**config.mk**
```make
export PLATFORM = sky130hd
export DESIGN_NAME = cond_flag_unit
export DESIGN_NICKNAME = d
export VERILOG_FILES = /design/src/rtl/cond_pkg.sv /design/src/rtl/cond_eval.sv /design/src/rtl/cond_flag_unit.sv
export SDC_FILE = /design/constraint.sdc
export NUM_CORES = 1
export LEC_CHECK = 0
export BUFFER_PORTS_ARGS = -buffer_cell sky130_fd_sc_hd__clkbuf_2
export CAP_MARGIN = 20
export CORE_AREA = 5 5 42 44
export CTS_CLUSTER_SIZE = 20
export DETAILED_ROUTE_END_ITERATION = 6
export DIE_AREA = 0 0 47 49
export PLACE_DENSITY = 0.67
export SYNTH_ARGS = -nofsm -noshare
export SYNTH_HDL_FRONTEND = slang
export SYNTH_SLANG_ARGS = --single-unit
export TNS_END_PERCENT = 20
```
**constraint.sdc**
```tcl
create_clock -name clk -period 1.9 [get_ports clk]
set_input_delay 0.285 -clock clk [delete_from_list [all_inputs] [get_ports clk]]
set_output_delay 0.285 -clock clk [all_outputs]
set_load 0.01 [all_outputs]
```
**src/rtl/cond_pkg.sv**
```systemverilog
`default_nettype none
// ============================================================================
// Module   : cond_pkg
// Purpose  : Condition-code encodings and flag bit positions shared by the
//            condition unit and the branch predictor check.
// Revision : 1.0  initial release
// ============================================================================
package cond_pkg;

    typedef logic [3:0] cond_t;

    localparam cond_t COND_NEVER  = 4'd0;
    localparam cond_t COND_EQ     = 4'd1;
    localparam cond_t COND_LT     = 4'd2;
    localparam cond_t COND_LE     = 4'd3;
    localparam cond_t COND_ALWAYS = 4'd4;
    localparam cond_t COND_NE     = 4'd5;
    localparam cond_t COND_GE     = 4'd6;
    localparam cond_t COND_GT     = 4'd7;
    localparam cond_t COND_VS     = 4'd8;
    localparam cond_t COND_VC     = 4'd9;
    localparam cond_t COND_ULT    = 4'd10;
    localparam cond_t COND_ULE    = 4'd11;
    localparam cond_t COND_MI     = 4'd12;
    localparam cond_t COND_PL     = 4'd13;
    localparam cond_t COND_UGE    = 4'd14;
    localparam cond_t COND_UGT    = 4'd15;

    localparam int FLAG_Z = 0;
    localparam int FLAG_N = 1;
    localparam int FLAG_C = 2;
    localparam int FLAG_V = 3;

endpackage
`default_nettype wire

```
**src/rtl/cond_eval.sv**
```systemverilog
`default_nettype none
// ============================================================================
// Module   : cond_eval
// Purpose  : Combinational evaluation of a 4-bit condition code against
//            {V,C,N,Z} flags.
// Revision : 1.0  initial release
// ============================================================================
module cond_eval
    import cond_pkg::*;
(
    input  cond_t      cond,
    input  logic [3:0] flags,
    output logic       taken
);

    logic w_z;
    logic w_n;
    logic w_c;
    logic w_v;
    logic w_lt;

    assign w_z  = flags[FLAG_Z];
    assign w_n  = flags[FLAG_N];
    assign w_c  = flags[FLAG_C];
    assign w_v  = flags[FLAG_V];
    // Signed less-than after a compare
    assign w_lt = w_n ^ w_v;

    always_comb begin
        taken = 1'b0;
        case (cond)
            COND_NEVER:  taken = 1'b0;
            COND_EQ:     taken = w_z;
            COND_LT:     taken = w_lt;
            COND_LE:     taken = w_z | w_lt;
            COND_ALWAYS: taken = 1'b1;
            COND_NE:     taken = ~w_z;
            COND_GE:     taken = ~w_lt;
            COND_GT:     taken = ~w_z & ~w_lt;
            COND_VS:     taken = w_v;
            COND_VC:     taken = ~w_v;
            COND_ULT:    taken = w_c;
            COND_ULE:    taken = w_c | w_z;
            COND_MI:     taken = w_n;
            COND_PL:     taken = ~w_n;
            COND_UGE:    taken = ~w_c;
            COND_UGT:    taken = ~w_c & ~w_z;
        endcase
    end

endmodule
`default_nettype wire

```
**src/rtl/cond_flag_unit.sv**
```systemverilog
`default_nettype none
// ============================================================================
// Module   : cond_flag_unit
// Purpose  : Flag register plus condition evaluation, delivered through a
//            LATENCY-deep valid/ready result pipeline.
// Revision : 1.0  initial release
// ============================================================================
module cond_flag_unit
    import cond_pkg::*;
#(
    parameter int WIDTH   = 8,
    parameter int LATENCY = 1,
    parameter int BYPASS  = 1
) (
    input  logic             clk,
    input  logic             rst,
    input  logic             flags_we,
    input  logic [WIDTH-1:0] alu_value,
    input  logic             alu_carry,
    input  logic             alu_ovf,
    input  logic             cond_valid,
    output logic             cond_ready,
    input  cond_t            cond,
    output logic             res_valid,
    input  logic             res_ready,
    output logic             res_taken,
    output logic [3:0]       flags
);

    generate
        if (WIDTH < 2 || LATENCY < 1 || LATENCY > 4) begin : g_param_check
            $error("cond_flag_unit: WIDTH must be >= 2 and LATENCY within 1..4");
        end
    endgenerate

    logic [3:0]         r_flags;
    logic [3:0]         w_new_flags;
    logic [3:0]         w_src_flags;
    logic               w_eval;
    logic               w_advance;
    logic [LATENCY-1:0] r_stage_valid;
    logic [LATENCY-1:0] r_stage_taken;

    assign w_new_flags = {alu_ovf, alu_carry, alu_value[WIDTH-1], ~|alu_value};
    assign w_src_flags = ((BYPASS != 0) && flags_we) ? w_new_flags : r_flags;

    always_ff @(posedge clk) begin
        if (rst) begin
            r_flags <= 4'b0001;
        end else if (flags_we) begin
            r_flags <= w_new_flags;
        end
    end

    cond_eval u_cond_eval (
        .cond  (cond),
        .flags (w_src_flags),
        .taken (w_eval)
    );

    // Global stall: the whole pipe moves or holds together, bubbles included
    assign w_advance = ~r_stage_valid[LATENCY-1] | res_ready;

    generate
        for (genvar k = 0; k < LATENCY; k++) begin : g_stage
            if (k == 0) begin : g_head
                always_ff @(posedge clk) begin
                    if (rst) begin
                        r_stage_valid[0] <= 1'b0;
                        r_stage_taken[0] <= 1'b0;
                    end else if (w_advance) begin
                        r_stage_valid[0] <= cond_valid;
                        r_stage_taken[0] <= w_eval;
                    end
                end
            end else begin : g_tail
                always_ff @(posedge clk) begin
                    if (rst) begin
                        r_stage_valid[k] <= 1'b0;
                        r_stage_taken[k] <= 1'b0;
                    end else if (w_advance) begin
                        r_stage_valid[k] <= r_stage_valid[k-1];
                        r_stage_taken[k] <= r_stage_taken[k-1];
                    end
                end
            end
        end
    endgenerate

    assign cond_ready = w_advance;
    assign res_valid  = r_stage_valid[LATENCY-1];
    assign res_taken  = r_stage_taken[LATENCY-1];
    assign flags      = r_flags;

endmodule
`default_nettype wire

```
==> flow_summary.yaml, run 1 <==
route:
  ant_nets: 0
  via_per_inst: 4.58
  first_pass_iters: 4
  wl_um: 939
  wl_per_cell_um: 11.0
  route.vias.total: 389
  drt_iter0_drc: 7
  drc: 0
critical_path:
  required_ns: 2.03
  worstSetupStartpointType: "flip-flop"
  crit_arrival_ns: 1.61
  cp-end-kind: "flip-flop"
  crit_fanout: 3
  criticalPathCategory: "reg2reg"
sta:
  finClkSkew_ns: 0.000176
  hold-worst-slack_ns: 0.266
  min_period_over_period: 0.777
  tns_ns: 0
  post-route-min-period_ns: 1.48
  fmax_mhz: 678
  worst-slew-pin-transition_ns: 0.283
  maxSlewViolCount: 0
  setup_viol: 0
  hold_viol_final: 0
  slew_headroom: 0.806
  rsz0062_at_grt: "no"
final_layout:
  final_cells: 85
  antenna_cells: 0
  drive_gt1_frac: 0.435
  final_cell_area_um2: 517
  nets: 90
  syn_to_final_growth_pct: 43.4
die:
  core_area_um2: 1400
  dieWidth_um: 47
  start_util: 0.257
  num_rows: 14
  die_h_um: 49
  boundaryPins: 26
  die_area_um2: 2300
clock_tree:
  cts.clk_slew.worst_paths_ns: 0.04
  clk_latency_ns: 0.24
  holdBufCountCts: 0
  cts_setup_buffers: 0
  numCtsBuffers: 3
  clockBufferDepth: 2
  cts.repair.resized: 0
  cts_tree: "done"
  cts_root_buffer: "clkbuf_4"
  htreeDepth: 1
  cts_sinks: 6
synthesis:
  syn_nets: 61
  synth-warning-count: 0
  synth.yosys.seq_area_share: 0.333
  ys_ff_latch: 6
  syn_area_per_cell_um2: 8.58
  synth_area_um2: 360
  syn_inst: 42
  ys_types: 21
placement:
  hpwl_um: 831
  place_area_um2: 494
  gp_congestion: 0.703
  numPortBuffers: 25
  dp.cells: 82
global_routing:
  overflow: 0
  use_met2: 0.145
  grt_pass1_wl_um: 1500
  met3_usage: 0.0258
  track_usage: 0.0882
  grt_max_degree: 8
  gr-usage-met1: 0.0927
  grt_pass1_vias: 373
  antenna_found_initial: 0
  busiest_layer: "met2"
power:
  peakVddDrop_v: 0.000248
  p_leak_nw: 0.260
  power_density_nw_per_um2: 660
flow_run:
  max_cap_violations: 0
run_status:
  status: "finished, final reports clean"
min_path:
  worstHoldPathType: "in2reg"
metal layers:
layer	wire length [µm]	vias to the layer above
met2	500	9
met3	63	0
met5	0	-
met4	0	0
li1	-	199
met1	376	181
logic make-up after synthesis:
| group | count (synthesis) | share of synthesized area |
|---|---|---|
| flip-flops | 6 | 0.333 |
| multiplexers | 3 | 0.0833 |
| AO/OA/AOI/OAI | 6 | 0.156 |
| buffers and inverters | 3 | 0.0521 |
| XOR/XNOR | 3 | 0.0729 |
| AND/OR/NAND/NOR | 21 | 0.302 |
critical path, stage by stage (launching register included):
cell	delay [ns]
dfxtp_1	0.32
xnor2_1	0.13
a22o_1	0.21
o32ai_2	0.27
o21ai_1	0.13
a2111oi_2	0.31
flip-flops by register name, indices dropped and copies added, names as in the netlist:
| register | count |
|---|---|
| flags | 4 |
| res_taken | 1 |
| res_valid | 1 |
stage by stage:
step | utilization | setup WS (ns) | total power [mW]
2_1_floorplan | - | 0.457 | 0.193
6_report | 0.369 | 0.424 | 0.341
5_1_grt | 0.369 | 0.325 | 0.364
3_5_place_dp | 0.353 | 0.213 | 0.231
4_1_cts | 0.369 | 0.395 | 0.348
3_3_place_gp | 0.353 | 0.262 | 0.230
final timing paths:
check,start,endpoint,slack [ns],depth (start not counted)
max,flags[3]$_SDFF_PP0_,res_taken$_SDFFE_PP0P_,0.42,5
min,cond_valid,res_valid$_SDFFE_PP0P_,0.27,3
max reg2reg,flags[3]$_SDFF_PP0_,res_taken$_SDFFE_PP0P_,0.42,5
min reg2reg,flags[2]$_SDFF_PP0_,flags[2]$_SDFF_PP0_,0.54,2
final cells by class:
type                    instances  area [µm²]
inverters                       2        7.51
well taps                      16        20.0
multi-input cells              33         221
clock buffers                   3        22.5
fillers                       150         885
repair buffers                 25         125
flip-flops and latches          6         120
layout by cell type, fill, tap and decap left out, types with 2 or more instances in the layout:
cell type   n
clkbuf_4    3
nor2b_1     2
mux2i_1     3
inv_1       2
nor2_1     11
xnor2_1     3
clkbuf_2   25
dfxtp_1     6
cell usage after synthesis:
cell type,number,area share
and4_1,1,0.024
a22o_1,1,0.024
nand2_1,1,0.010
o21ai_1,1,0.014
nor2_1,11,0.11
a2111oi_2,1,0.042
nor3_1,1,0.014
nor2b_1,2,0.035
dfxtp_1,6,0.33
buf_6,1,0.031
inv_1,2,0.021
xnor2_1,3,0.073
a31oi_1,1,0.017
and2b_1,1,0.021
mux2i_1,3,0.083
nand3b_1,1,0.021
o32ai_2,1,0.045
nor4b_1,1,0.024
and3_1,1,0.017
a21oi_1,1,0.014
or2b_1,1,0.021
report_power, final:
| group | total, mW | switching, mW | internal (mW) |
|---|---|---|---|
| sequential | 0.141 | 0.00568 | 0.136 |
| combinational | 0.0868 | 0.0416 | 0.0451 |
| clock | 0.113 | 0.0418 | 0.0712 |
| total | 0.341 | 0.0891 | 0.252 |
Power figures use the tool's default switching activity.
==> run 2, diff against run 1 <==
--- a/config.mk
+++ b/config.mk
@@ -5,13 +5,14 @@
 export SDC_FILE = /design/constraint.sdc
 export NUM_CORES = 1
 export LEC_CHECK = 0
+export ABC_AREA = 1
 export BUFFER_PORTS_ARGS = -buffer_cell sky130_fd_sc_hd__clkbuf_2
 export CAP_MARGIN = 20
 export CORE_AREA = 5 5 42 44
 export CTS_CLUSTER_SIZE = 20
 export DETAILED_ROUTE_END_ITERATION = 6
 export DIE_AREA = 0 0 47 49
-export PLACE_DENSITY = 0.67
+export PLACE_DENSITY = 0.7
 export SYNTH_ARGS = -nofsm -noshare
 export SYNTH_HDL_FRONTEND = slang
 export SYNTH_SLANG_ARGS = --single-unit
==> constraint.sdc (replaced) <==
create_clock -name clk -period 1.5 [get_ports clk]
set_input_delay 0.225 -clock clk [delete_from_list [all_inputs] [get_ports clk]]
set_output_delay 0.225 -clock clk [all_outputs]
set_load 0.01 [all_outputs]
==> run 2 against run 1 <==
Net effect:
- global-route usage grew 1.4 points
- flip-flop and latch count is the same
- final area grew 8.2%
- setup slack lost 0.13 ns
- synthesized area grew 8.7%
- combinational power grew 30%
- clock-buffer cell count is the same
- register-to-register slack lost 0.05 ns
- highest routed layer is now met4
==> flow_summary.yaml, run 2 <==
run_status:
  status: "finished, final reports clean"
final_layout:
  syn_to_final_growth_pct: 42.8
  final_cell_mix: "clkbuf_2, nand2_1, inv_1"
  fin_util: 0.399
  final.fill_count: 172
  multiInputGateArea_um2: 223
  antenna_cells: 0
  nets: 117
  drive_gt1_frac: 0.354
  final_cell_area_um2: 559
  final_cells: 112
  register_area_um2: 120
  largest_reg_flops: 4
  layout_commonest_cell: "clkbuf_2"
critical_path:
  cp_slowest_stage_delay_ns: 0.33
  crit_arrival_ns: 0.98
  criticalPathCategory: "reg2out"
  cp-end-kind: "output pin"
  required_ns: 1.27
  timing.rr.end: "res_taken$_SDFFE_PP0P_"
  ff2ff_setup_slack_ns: 0.37
  slowest_stage: "dfxtp_1"
  worstRegToRegCells: 7
  worstSetupStartpointType: "flip-flop"
  r2r-start: "flags[2]$_SDFF_PP0_"
  worstPathCellList: "inv_1 > nor2_1 > inv_1 > clkbuf_2"
  cp_common_cell: "inv_1"
  crit_fanout: 3
clock_tree:
  numCtsBuffers: 3
  cts_sinks: 6
  cts_root_buffer: "clkbuf_4"
  htreeDepth: 1
  holdBufCountCts: 0
  cts.repair.resized: 0
  clk_latency_ns: 0.25
  cts.clk_slew.worst_paths_ns: 0.04
  cts_setup_buffers: 0
  cts_tree: "done"
  clockBufferDepth: 2
synthesis:
  synth_enable_flop_cells: 0
  syn_inst: 68
  synthMuxAreaShare: 0
  synth_top_family_by_area: "simple AND/OR/NAND/NOR gates"
  syn_area_per_cell_um2: 5.76
  async_reset_ff_frac: 0
  ys_ff_latch: 6
  synthTopCellsByCount: "nand2_1, inv_1, nor2_1"
  synthFlopType: "dfxtp_1"
  synth_area_leaders: "dfxtp_1, nand2_1, inv_1"
  synth_area_um2: 392
  synth-simple-area-share: 0.454
  syn_nets: 87
  synth.largest_area_cell: "dfxtp_1"
  synth-xor-area-share: 0
  ys_types: 15
  synth.yosys.seq_area_share: 0.307
  synth.top_cell.area_share: 0.307
  yosys.area_share.adder: 0
  synth-warning-count: 0
  yosysMostFrequentCell: "nand2_1"
  synth_compound_area_frac: 0.115
route:
  via_per_inst: 4.25
  route.vias.total: 476
  first_pass_iters: 4
  drt_iter0_drc: 6
  ant_nets: 0
  wl_um: 988
  wl_per_cell_um: 8.82
  drc: 0
power:
  p_leak_nw: 0.339
  power_density_nw_per_um2: 796
  finalPower_uw: 445
  peakVddDrop_v: 0.000498
placement:
  dp.cells: 109
  numPortBuffers: 25
  hpwl_um: 857
  gp_congestion: 0.849
  place_area_um2: 537
  pre_cts_ws_ns: 0.251
sta:
  post-route-min-period_ns: 1.20
  fmax_mhz: 831
  hold-worst-slack_ns: 0.197
  tns_ns: 0
  worst-slew-pin-transition_ns: 0.192
  min_period_over_period: 0.802
  maxSlewViolCount: 0
  hold_viol_final: 0
  slew_headroom: 0.870
  finClkSkew_ns: 0.00477
  setup_viol: 0
  rsz0062_at_grt: "no"
  worst_slack_ns: 0.296
die:
  start_util: 0.279
  die_h_um: 49
  num_rows: 14
  core_area_um2: 1400
  die_area_um2: 2300
  boundaryPins: 26
  dieWidth_um: 47
global_routing:
  grt_max_degree: 8
  overflow: 0
  grt_pass1_vias: 442
  track_usage: 0.102
  antenna_found_initial: 0
  grt_pass1_wl_um: 1690
min_path:
  worstHoldPathCells: 3
  whs_endpoint: "res_valid$_SDFFE_PP0P_"
  worstHoldPathType: "in2reg"
  min_from: "cond_valid"
flow_run:
  max_cap_violations: 0
run 2: changes by cell type in the layout (fill, tap and decap cells not counted), moves of 2 or more:
cell	change
nand2_1	+21
inv_1	+10
nand3_1	+4
mux2i_1	-3
nand2_2	+3
xnor2_1	-3
nor2b_1	-2
o21ai_0	+2
run 2: cell families after synthesis:
kind of cell	count (synthesis)
and+or+nand+nor	42
DFF	6
buffers and inverters	13
AOI/OAI and AO/OA	7
run 2: worst max-delay path: cells and delay by family (launching register included):
family,cells,cell delay (ns)
buffers and inverters,3,0.25
flip-flops,1,0.33
AND/OR/NAND/NOR,1,0.16
run 2: worst max-delay path by stage:
| stage | startpoint | end | slack (ns) |
|---|---|---|---|
| 5_1_grt | res_valid$_SDFFE_PP0P_ | cond_ready | 0.24 |
| 4_1_cts | res_valid$_SDFFE_PP0P_ | cond_ready | 0.29 |
| 6_report | res_valid$_SDFFE_PP0P_ | cond_ready | 0.30 |
| 2_1_floorplan | flags[2]$_SDFF_PP0_ | res_taken$_SDFFE_PP0P_ | 0.40 |
| 3_5_place_dp | flags_we | res_taken$_SDFFE_PP0P_ | 0.25 |
| 3_3_place_gp | flags_we | res_taken$_SDFFE_PP0P_ | 0.28 |
run 2: final cells by class:
| class | instances | area share |
|---|---|---|
| multi-input cells | 49 | 0.398 |
| repair buffers | 25 | 0.224 |
| well taps | 16 | 0.0358 |
| inverters | 13 | 0.0872 |
| flip-flops and latches | 6 | 0.215 |
| clock buffers | 3 | 0.0403 |
run 2: power breakdown:
part | internal, mW | switching (mW) | leakage (nW)
sequential | 0.172 | 0.00660 | 0.0500
combinational | 0.0511 | 0.0623 | 0.275
clock | 0.0908 | 0.0624 | 0.0138
run 2: per-layer routing:
metal / part of all wire / vias up / GRT usage / wire, µm
li1: - / 262 / - / -
met1: 0.42 / 193 / 0.125 / 415
met2: 0.44 / 17 / 0.138 / 439
met3: 0.096 / 4 / 0.0332 / 95
met4: 0.038 / 0 / 0.0829 / 38
met5: 0 / - / 0 / 0
==> run 3, diff against run 2 <==
==> constraint.sdc (replaced) <==
create_clock -name clk -period 1.16 [get_ports clk]
set_input_delay 0.174 -clock clk [delete_from_list [all_inputs] [get_ports clk]]
set_output_delay 0.174 -clock clk [all_outputs]
set_load 0.01 [all_outputs]
==> run 3 against run 2 <==
Net effect:
- total power is 33% higher
- first-iteration DRC count is the same
- largest cell class unchanged
- highest routed layer unchanged
- sequential share of layout area decreased by 1.2 points
- register-to-register slack lost 0.32 ns
- critical path type is now reg2reg
- wire length is 5.9% higher
- largest power group unchanged
- clock skew fell by 0.00086 ns
- setup slack worse by 0.24 ns
- die area stayed put
- clock power increased by 24%
- combinational power grew 50%
- clock-buffer cell count stayed put
==> flow_summary.yaml, run 3 (same netlist as run 2, synthesis figures left out) <==
die:
  start_util: 0.279
  die_h_um: 49
  num_rows: 14
  dieWidth_um: 47
  boundaryPins: 26
  die_area_um2: 2300
  core_area_um2: 1400
final_layout:
  syn_to_final_growth_pct: 53.0
  final_cell_mix: "clkbuf_2, nand2_1, inv_1"
  drive_gt1_frac: 0.420
  layout_commonest_cell: "clkbuf_2"
  fin_util: 0.428
  antenna_cells: 0
  nets: 121
  largest_reg_flops: 4
clock_tree:
  clk_latency_ns: 0.24
  cts_tree: "done"
  cts_setup_buffers: 0
  clockBufferDepth: 2
  htreeDepth: 1
  cts_sinks: 6
  numCtsBuffers: 3
  cts.clk_slew.worst_paths_ns: 0.05
  cts_root_buffer: "clkbuf_4"
critical_path:
  slowest_stage: "dfxtp_1"
  worstPathCellList: "or2_1 > o21ai_2 > nand3_1 > nand2_2 > nand2_2 > a21oi_2 > a21oi_2"
  crit_fanout: 2
  crit_arrival_ns: 1.24
  required_ns: 1.29
  worstSetupStartpointType: "flip-flop"
  critPathTopFamily: "simple AND/OR/NAND/NOR gates"
  cp-end-kind: "flip-flop"
  cp_slowest_stage_delay_ns: 0.30
  criticalPathCategory: "reg2reg"
  path_buf_inv: 0
route:
  wl_per_cell_um: 9.02
  drc: 0
  ant_nets: 0
  route.vias.total: 493
  wl_um: 1050
  drt_iter0_drc: 6
  via_per_inst: 4.25
  first_pass_iters: 4
power:
  peakVddDrop_v: 0.000583
  p_leak_nw: 0.359
  power_density_nw_per_um2: 985
sta:
  tns_ns: 0
  finClkSkew_ns: 0.00391
  min_period_over_period: 0.955
  hold-worst-slack_ns: 0.146
  setup_viol: 0
  fmax_mhz: 902
  post-route-min-period_ns: 1.11
  maxSlewViolCount: 0
  slew_headroom: 0.871
  hold_viol_final: 0
  rsz0062_at_grt: "yes"
  worst-slew-pin-transition_ns: 0.191
global_routing:
  track_usage: 0.105
  overflow: 0
  grt_pass1_wl_um: 1780
  antenna_found_initial: 0
  grt_pass1_vias: 468
  grt_max_degree: 8
flow_run:
  max_cap_violations: 0
placement:
  hpwl_um: 899
  numPortBuffers: 25
  gp_congestion: 0.822
run_status:
  status: "finished, final reports clean"
min_path:
  worstHoldPathType: "in2reg"
-- run 3: changes by cell type in the layout (fill, tap and decap cells not counted), sizes merged --
| cell | delta |
|---|---|
| buf | +4 |
-- run 3: path summary, 6_finish.rpt --
check,start,to,slack (ns),cells after the start
max reg2reg,flags[2]$_SDFF_PP0_,res_taken$_SDFFE_PP0P_,0.05,7
min reg2reg,flags[0]$_SDFF_PP1_,flags[0]$_SDFF_PP1_,0.50,2
max,flags[2]$_SDFF_PP0_,res_taken$_SDFFE_PP0P_,0.05,7
min,cond_valid,res_valid$_SDFFE_PP0P_,0.15,3
-- run 3: power breakdown --
group / leakage [nW] / switching (mW) / internal [mW]
clock network: 0.0138 / 0.0729 / 0.117
logic: 0.295 / 0.0890 / 0.0801
registers: 0.0503 / 0.00823 / 0.223
-- run 3: what timing repair did --
item / 4_1_cts / 5_1_grt
hold buffers: 0 / 0
setup endpoints to repair: 0 / 2
resized for setup: 0 / 4
-- run 3: final cells by class --
cell class,count,area (µm²)
Timing Repair Buffer,29,155
Sequential cell,6,121
Inverter,13,48.8
Fill cell,161,802
Tap cell,16,20.0
Clock buffer,3,22.5
Multi-Input combinational cell,49,231
-- run 3: worst register-to-register path: stages (launching register included) --
cell and delay [ns]:
dfxtp_1 0.30, or2_1 0.21, o21ai_2 0.07, nand3_1 0.09
nand2_2 0.08, nand2_2 0.06, a21oi_2 0.13, a21oi_2 0.06
-- run 3: per-layer routing --
| layer | wire (µm) | part of all wire | vias up | global-route usage |
|---|---|---|---|---|
| li1 | - | - | 270 | - |
| met1 | 450 | 0.43 | 202 | 0.120 |
| met2 | 498 | 0.48 | 19 | 0.156 |
| met3 | 83 | 0.079 | 2 | 0.0480 |
| met4 | 14 | 0.013 | 0 | 0.0553 |
| met5 | 0 | 0 | - | 0 |
-- run 3: stage by stage --
step | setup slack (ns) | power, mW | instances | cell area (µm²)
2_1_floorplan | 0.0576 | 0.317 | 68 | 392
3_3_place_gp | -0.0338 | 0.396 | 113 | 567
3_5_place_dp | -0.0688 | 0.400 | 113 | 567
4_1_cts | 0.0239 | 0.595 | 116 | 589
5_1_grt | -0.0712 | 0.641 | 116 | 599
6_report | 0.0517 | 0.590 | 116 | 599
